<file path="src/rtl/lbm_stream_addr_gen.sv">
`default_nettype none
// ============================================================================
//  Module   : lbm_stream_addr_gen
//  Purpose  : D2Q9 LBM streaming-step address generator. Sweeps every
//             (node, direction) pair and looks up each direction's velocity
//             through an external ROM + sign extender. It wraps the
//             destination node periodically and emits the linear
//             distribution-memory address over a valid/ready handshake.
//  Revision : 1.0 - initial release
// ============================================================================
module lbm_stream_addr_gen #(
  parameter int NX = 64,
  parameter int NY = 32,
  parameter int Q  = 9,
  parameter int XW = 8,
  parameter int CW = 9,
  parameter int AW = 16
) (
  input  logic                 Clk,
  input  logic                 Reset,
  input  logic                 Start,
  output logic [3:0]           Dir_Idx,
  input  logic signed [CW-1:0] Cx_Ext,
  input  logic signed [CW-1:0] Cy_Ext,
  output logic [XW-1:0]        Src_X,
  output logic [XW-1:0]        Src_Y,
  output logic [XW-1:0]        Dst_X,
  output logic [XW-1:0]        Dst_Y,
  output logic [3:0]           Dir_Out,
  output logic [AW-1:0]        Dst_Addr,
  output logic                 Addr_Valid,
  input  logic                 Addr_Ready,
  output logic                 Busy,
  output logic                 Done
);

  // FSM encoding
  localparam logic [1:0] S_IDLE  = 2'd0;
  localparam logic [1:0] S_RUN   = 2'd1;
  localparam logic [1:0] S_DRAIN = 2'd2;

  // Signed working width: must hold an unsigned coordinate plus a signed
  // velocity without overflow, with one bit of headroom for the sum.
  localparam int SW = (((XW + 1) > CW) ? (XW + 1) : CW) + 1;

  localparam logic [3:0]           C_Q_LAST = 4'(Q - 1);
  localparam logic [XW-1:0]        C_X_LAST = XW'(NX - 1);
  localparam logic [XW-1:0]        C_Y_LAST = XW'(NY - 1);
  localparam logic signed [SW-1:0] C_NX_S   = SW'(NX);
  localparam logic signed [SW-1:0] C_NY_S   = SW'(NY);
  localparam logic [AW-1:0]        C_NX_A   = AW'(NX);
  localparam logic [AW-1:0]        C_PLANE  = AW'(NX * NY);

  // State and counters
  logic [1:0]    state_q, state_d;
  logic [XW-1:0] x_q, x_d;
  logic [XW-1:0] y_q, y_d;
  logic [3:0]    q_q, q_d;

  // Output register group
  logic [XW-1:0] src_x_q, src_x_d;
  logic [XW-1:0] src_y_q, src_y_d;
  logic [XW-1:0] dst_x_q, dst_x_d;
  logic [XW-1:0] dst_y_q, dst_y_d;
  logic [3:0]    dir_q, dir_d;
  logic [AW-1:0] addr_q, addr_d;
  logic          valid_q, valid_d;
  logic          done_q, done_d;

  // Datapath wires
  logic signed [SW-1:0] sx_w, sy_w;
  logic signed [SW-1:0] wx_w, wy_w;
  logic [XW-1:0]        dst_x_w, dst_y_w;
  logic [AW-1:0]        addr_w;
  logic                 load_w;
  logic                 last_w;

  // Periodic wrap of the destination node and its linear address
  always_comb begin
    sx_w = $signed({{(SW - XW){1'b0}}, x_q}) + $signed({{(SW - CW){Cx_Ext[CW-1]}}, Cx_Ext});
    sy_w = $signed({{(SW - XW){1'b0}}, y_q}) + $signed({{(SW - CW){Cy_Ext[CW-1]}}, Cy_Ext});

    if (sx_w < 0)
      wx_w = sx_w + C_NX_S;
    else if (sx_w >= C_NX_S)
      wx_w = sx_w - C_NX_S;
    else
      wx_w = sx_w;

    if (sy_w < 0)
      wy_w = sy_w + C_NY_S;
    else if (sy_w >= C_NY_S)
      wy_w = sy_w - C_NY_S;
    else
      wy_w = sy_w;

    dst_x_w = wx_w[XW-1:0];
    dst_y_w = wy_w[XW-1:0];
    addr_w  = (AW'(q_q) * C_PLANE) + (AW'(dst_y_w) * C_NX_A) + AW'(dst_x_w);
  end

  // Next-state, counter and output-register logic
  always_comb begin
    state_d = state_q;
    x_d     = x_q;
    y_d     = y_q;
    q_d     = q_q;
    src_x_d = src_x_q;
    src_y_d = src_y_q;
    dst_x_d = dst_x_q;
    dst_y_d = dst_y_q;
    dir_d   = dir_q;
    addr_d  = addr_q;
    valid_d = valid_q;
    done_d  = 1'b0;

    // The output register may reload when empty or when its beat leaves.
    load_w = (state_q == S_RUN) && (!valid_q || Addr_Ready);
    last_w = (q_q == C_Q_LAST) && (x_q == C_X_LAST) && (y_q == C_Y_LAST);

    case (state_q)
      S_IDLE: begin
        if (Start) begin
          state_d = S_RUN;
          x_d     = '0;
          y_d     = '0;
          q_d     = '0;
        end
      end

      S_RUN: begin
        if (load_w) begin
          src_x_d = x_q;
          src_y_d = y_q;
          dst_x_d = dst_x_w;
          dst_y_d = dst_y_w;
          dir_d   = q_q;
          addr_d  = addr_w;
          valid_d = 1'b1;

          // q innermost, then x, then y; everything returns to 0 at the end
          if (q_q == C_Q_LAST) begin
            q_d = '0;
            if (x_q == C_X_LAST) begin
              x_d = '0;
              if (y_q == C_Y_LAST)
                y_d = '0;
              else
                y_d = y_q + 1'b1;
            end else begin
              x_d = x_q + 1'b1;
            end
          end else begin
            q_d = q_q + 1'b1;
          end

          if (last_w)
            state_d = S_DRAIN;
        end
      end

      S_DRAIN: begin
        if (valid_q && Addr_Ready) begin
          valid_d = 1'b0;
          done_d  = 1'b1;
          state_d = S_IDLE;
        end
      end

      default: begin
        state_d = S_IDLE;
        valid_d = 1'b0;
      end
    endcase
  end

  // State register with asynchronous clear
  always_ff @(posedge Clk or posedge Reset) begin
    if (Reset) begin
      state_q <= S_IDLE;
      x_q     <= '0;
      y_q     <= '0;
      q_q     <= '0;
      src_x_q <= '0;
      src_y_q <= '0;
      dst_x_q <= '0;
      dst_y_q <= '0;
      dir_q   <= '0;
      addr_q  <= '0;
      valid_q <= 1'b0;
      done_q  <= 1'b0;
    end else begin
      state_q <= state_d;
      x_q     <= x_d;
      y_q     <= y_d;
      q_q     <= q_d;
      src_x_q <= src_x_d;
      src_y_q <= src_y_d;
      dst_x_q <= dst_x_d;
      dst_y_q <= dst_y_d;
      dir_q   <= dir_d;
      addr_q  <= addr_d;
      valid_q <= valid_d;
      done_q  <= done_d;
    end
  end

  // Output mapping
  always_comb begin
    Dir_Idx    = q_q;
    Src_X      = src_x_q;
    Src_Y      = src_y_q;
    Dst_X      = dst_x_q;
    Dst_Y      = dst_y_q;
    Dir_Out    = dir_q;
    Dst_Addr   = addr_q;
    Addr_Valid = valid_q;
    Busy       = (state_q == S_RUN) || (state_q == S_DRAIN);
    Done       = done_q;
  end

endmodule
`default_nettype wire

</file>
<file path="config.mk">
export PLATFORM = sky130hd
export DESIGN_NAME = lbm_stream_addr_gen
export DESIGN_NICKNAME = d
export VERILOG_FILES = /design/src/rtl/lbm_stream_addr_gen.sv
export SDC_FILE = /design/constraint.sdc
export NUM_CORES = 1
export LEC_CHECK = 0
export CAP_MARGIN = 5
export CORE_MARGIN = 2
export CORE_UTILIZATION = 49
export DETAILED_ROUTE_END_ITERATION = 16
export PLACE_DENSITY = 0.76
export SYNTH_ARGS = -nofsm -noshare
export SYNTH_HDL_FRONTEND = slang
export SYNTH_SLANG_ARGS = --single-unit
</file>
<file path="constraint.sdc">
create_clock -name Clk -period 5.4 [get_ports Clk]
set_input_delay 1.08 -clock Clk [delete_from_list [all_inputs] [get_ports Clk]]
set_output_delay 1.08 -clock Clk [all_outputs]
set_load 0.05 [all_outputs]
</file>
==> out/results.ini <==
[worst_setup_path]
path_cells = clkdlybuf4s50_1, ha_1, inv_1, fa_1, nand2b_1, a21oi_2, o31ai_1, o21a_1, buf_4, inv_1, ha_1, a21bo_2, o31a_1, nor2_1, ha_1, inv_1, fa_2, nor2_2, and2_1, a311oi_1, or4_1, nand3_1
arrival_ns = 5.37
max_stage_delay_ns = 0.49
critPathKind = input port to flop
r2r_start = x_q[0]$_DFFE_PP0P_
worstRegToRegCells = 21
crit_path_end_kind = flop
r2r_slack_ns = 1.05
cp-start-kind = input port
required_ns = 5.69
path_buf_inv = 5
r2r-end = Dst_Addr[14]$_DFFE_PP0P_
critPathTopFamily = adder cells
slowest_stage = clkdlybuf4s50_1
path_max_fanout = 4

[power_and_ir_drop]
leakagePower_nw = 2.573
power_density_nw_per_um2 = 601.8
p_total_mw = 3.325
peakVddDrop_mv = 0.4077

[clock_tree]
cts_root_buf = clkbuf_8
cts_setup_buffers = 0
clkSlewWorstSetupHoldPaths_ns = 0.08
cts_sinks = 70
cts_made_buffers = 9
clk_path_buf_depth = 2
htree_levels = 3
clock_latency_ns = 0.35
cts_tree = built
cts_hold_buf = 0

[layout]
nFillCells = 723
final_cell_area_sq_um = 5525
layout-drive-gt1-share_pct = 8.048
antenna_cells = 0
num-nets-final = 636
areaGrowthSynthToFinish_pct = 25.53
fin_util_pct = 63.36

[drt]
wl_per_cell_um = 15.80
vias_per_cell = 5.711
wl_um = 10930
initialDrtViolationCount = 204
route.detailed.drc = 0
firstDrtPassIters = 5
postRouteAntennaNets = 0
vias = 3952

[floorplanning]
core_sq_um = 8721
die_h_um = 98.78
dieArea_sq_um = 9757
std_cell_rows = 34
fp.dieW_um = 98.78
start_util_pct = 50.47
io_pins = 81

[timing]
setup_viol = 0
rsz0062_at_grt = no
slew_viol_final = 0
relSlewSlack_pct = 26.97
worstMarginPinSlew_ns = 1.095
final-hold-violation-count = 0
fin_worst_skew_ns = 0.01147
period_share_pct = 94.12
max_freq_ghz = 0.1968
fin_crit_ns = 5.082

[placement]
postPlaceCellArea_sq_um = 5298
dp_hpwl_um = 8000
io_buffers = 80
gp_congestion = 0.9045

[synth]
yosysTopAreaCellShare_pct = 39.80
syn_inst = 500
ys.flop_type = dfrtp_1
synth_area_sq_um = 4402
synth_fp_nets = 557
synth_top_area_cell = dfrtp_1
syn_avg_cell_area_sq_um = 8.803
synthArstFlopShare_pct = 100.0
synth_edf_count = 0
synth_commonest_cells = nand2_1, dfrtp_1, o21ai_0, ha_1, nor2_1
synth_warnings = 0
synth_most_common_cell = nand2_1
yosysUniqueCellTypes = 59
seq_area_frac_synth_pct = 39.80
synth_seq_cells = 70
synth_area_leaders = dfrtp_1, nand2_1, ha_1, o21ai_0, nor2_1

[worst_hold_path]
whs_path_depth = 2
worstHoldStart = Dst_Addr[10]$_DFFE_PP0P_
holdPathEnd = Dst_Addr[10]$_DFFE_PP0P_
hold_path_class = flop to flop

[grt]
grt_pass1_wl_um = 18310
overflow = 0
antenna_found_initial = 0
grtUsageTotal_pct = 23.34
grt_max_degree = 46
grt_pass1_vias = 3837

[job]
max-cap-violations = 0

[run_status]
run_status = finished clean

cells by family (layout without fill, tap and decap cells):
logic type	after synthesis	in the layout	synth area share [%]
buffers and inverters	43	127	4.377
adder cells (fa/ha/maj)	35	35	10.46
AND/OR/NAND/NOR	208	208	21.09
flip-flops	70	70	39.80
XOR/XNOR	18	18	3.582
AO/OA/AOI/OAI	121	121	19.44
multiplexers	5	5	1.251
flip-flops by register name, indices dropped and copies added, names as in the netlist, 2 cells and up:
name and flops:
Dir_Idx 4, Dir_Out 4, Dst_Addr 10, Dst_X 8, Dst_Y 8, Src_X 8, Src_Y 8, state_q 2
x_q 8, y_q 8
layer usage:
metal  global-route usage (%)  up-vias  wire length (um)
met5                        0        -                 0
li1                         -     1913                 -
met4                    9.905        0               290
met2                    36.75      121              5135
met1                    31.77     1883              4875
met3                    4.326       35               631
how the worst max path moves through the flow:
stage | start | endpoint | cells after the start
global route | Cx_Ext[0] | Dst_Addr[14]$_DFFE_PP0P_ | 20
CTS | Cx_Ext[0] | Dst_Addr[14]$_DFFE_PP0P_ | 21
detailed placement | Cx_Ext[0] | Dst_Addr[14]$_DFFE_PP0P_ | 21
finish | Cx_Ext[0] | Dst_Addr[14]$_DFFE_PP0P_ | 22
global placement | Cx_Ext[0] | Dst_Addr[14]$_DFFE_PP0P_ | 22
floorplan | Cx_Ext[5] | Dst_Addr[14]$_DFFE_PP0P_ | 19
worst min-delay path: cells and delay by family, from the launching register on:
family	cells	cell delay (ns)
AO/OA/AOI/OAI	1	0.06
AND/OR/NAND/NOR	1	0.04
flip-flops	1	0.34
stage by stage:
step                hold slack [ns]  setup WS (ns)  TNS (ns)  std cells
floorplan                    0.4742         0.5922         0        500
global placement             0.4614        0.07327         0        676
detailed placement           0.4657        -0.1853   -0.4206        676
CTS                          0.4852         0.1869         0        692
global route                 0.5075       0.004232         0        692
finish                       0.4823         0.3175         0        692
report_power, final:
| group | total, mW | leakage (nW) | switching [mW] | internal [mW] |
|---|---|---|---|---|
| sequential | 0.854 | 0.915 | 0.158 | 0.697 |
| clock | 0.456 | 0.105 | 0.204 | 0.252 |
| combinational | 2.01 | 1.55 | 1.34 | 0.677 |
cells in the final DEF, fill, tap and decap left out, types with 4 or more instances in the layout:
cell type / n
xnor2_1: 11
or2_2: 5
nand2b_1: 4
nand2_1: 115
o21ai_0: 39
a31oi_1: 5
buf_4: 9
o31ai_1: 10
nand3_1: 14
nand4_1: 5
inv_1: 21
dfrtp_1: 70
mux2_2: 4
clkbuf_8: 12
a211o_1: 6
nor3_1: 8
and2_1: 5
o21a_1: 6
ha_1: 32
a21o_1: 8
clkdlybuf4s50_1: 80
a21oi_1: 17
nor2_1: 28
xor2_1: 7
and3_1: 7
cell type report:
type	count	area, sq um	share of cell area (%)
Sequential cell	70	1752	31.70
Inverter	22	82.58	1.495
Clock inverter	4	53.80	0.9737
Clock buffer	12	165.2	2.989
Tap cell	108	135.1	2.446
Timing Repair Buffer	89	868.3	15.72
Multi-Input combinational cell	387	2469	44.68
timing repair:
action | 4_1_cts | 5_1_grt
endpoints found under the hold margin | 0 | 0
endpoints found under the setup margin | 0 | 3
resized for setup | 0 | 3
No activity file was read; power rests on OpenSTA's default activity.
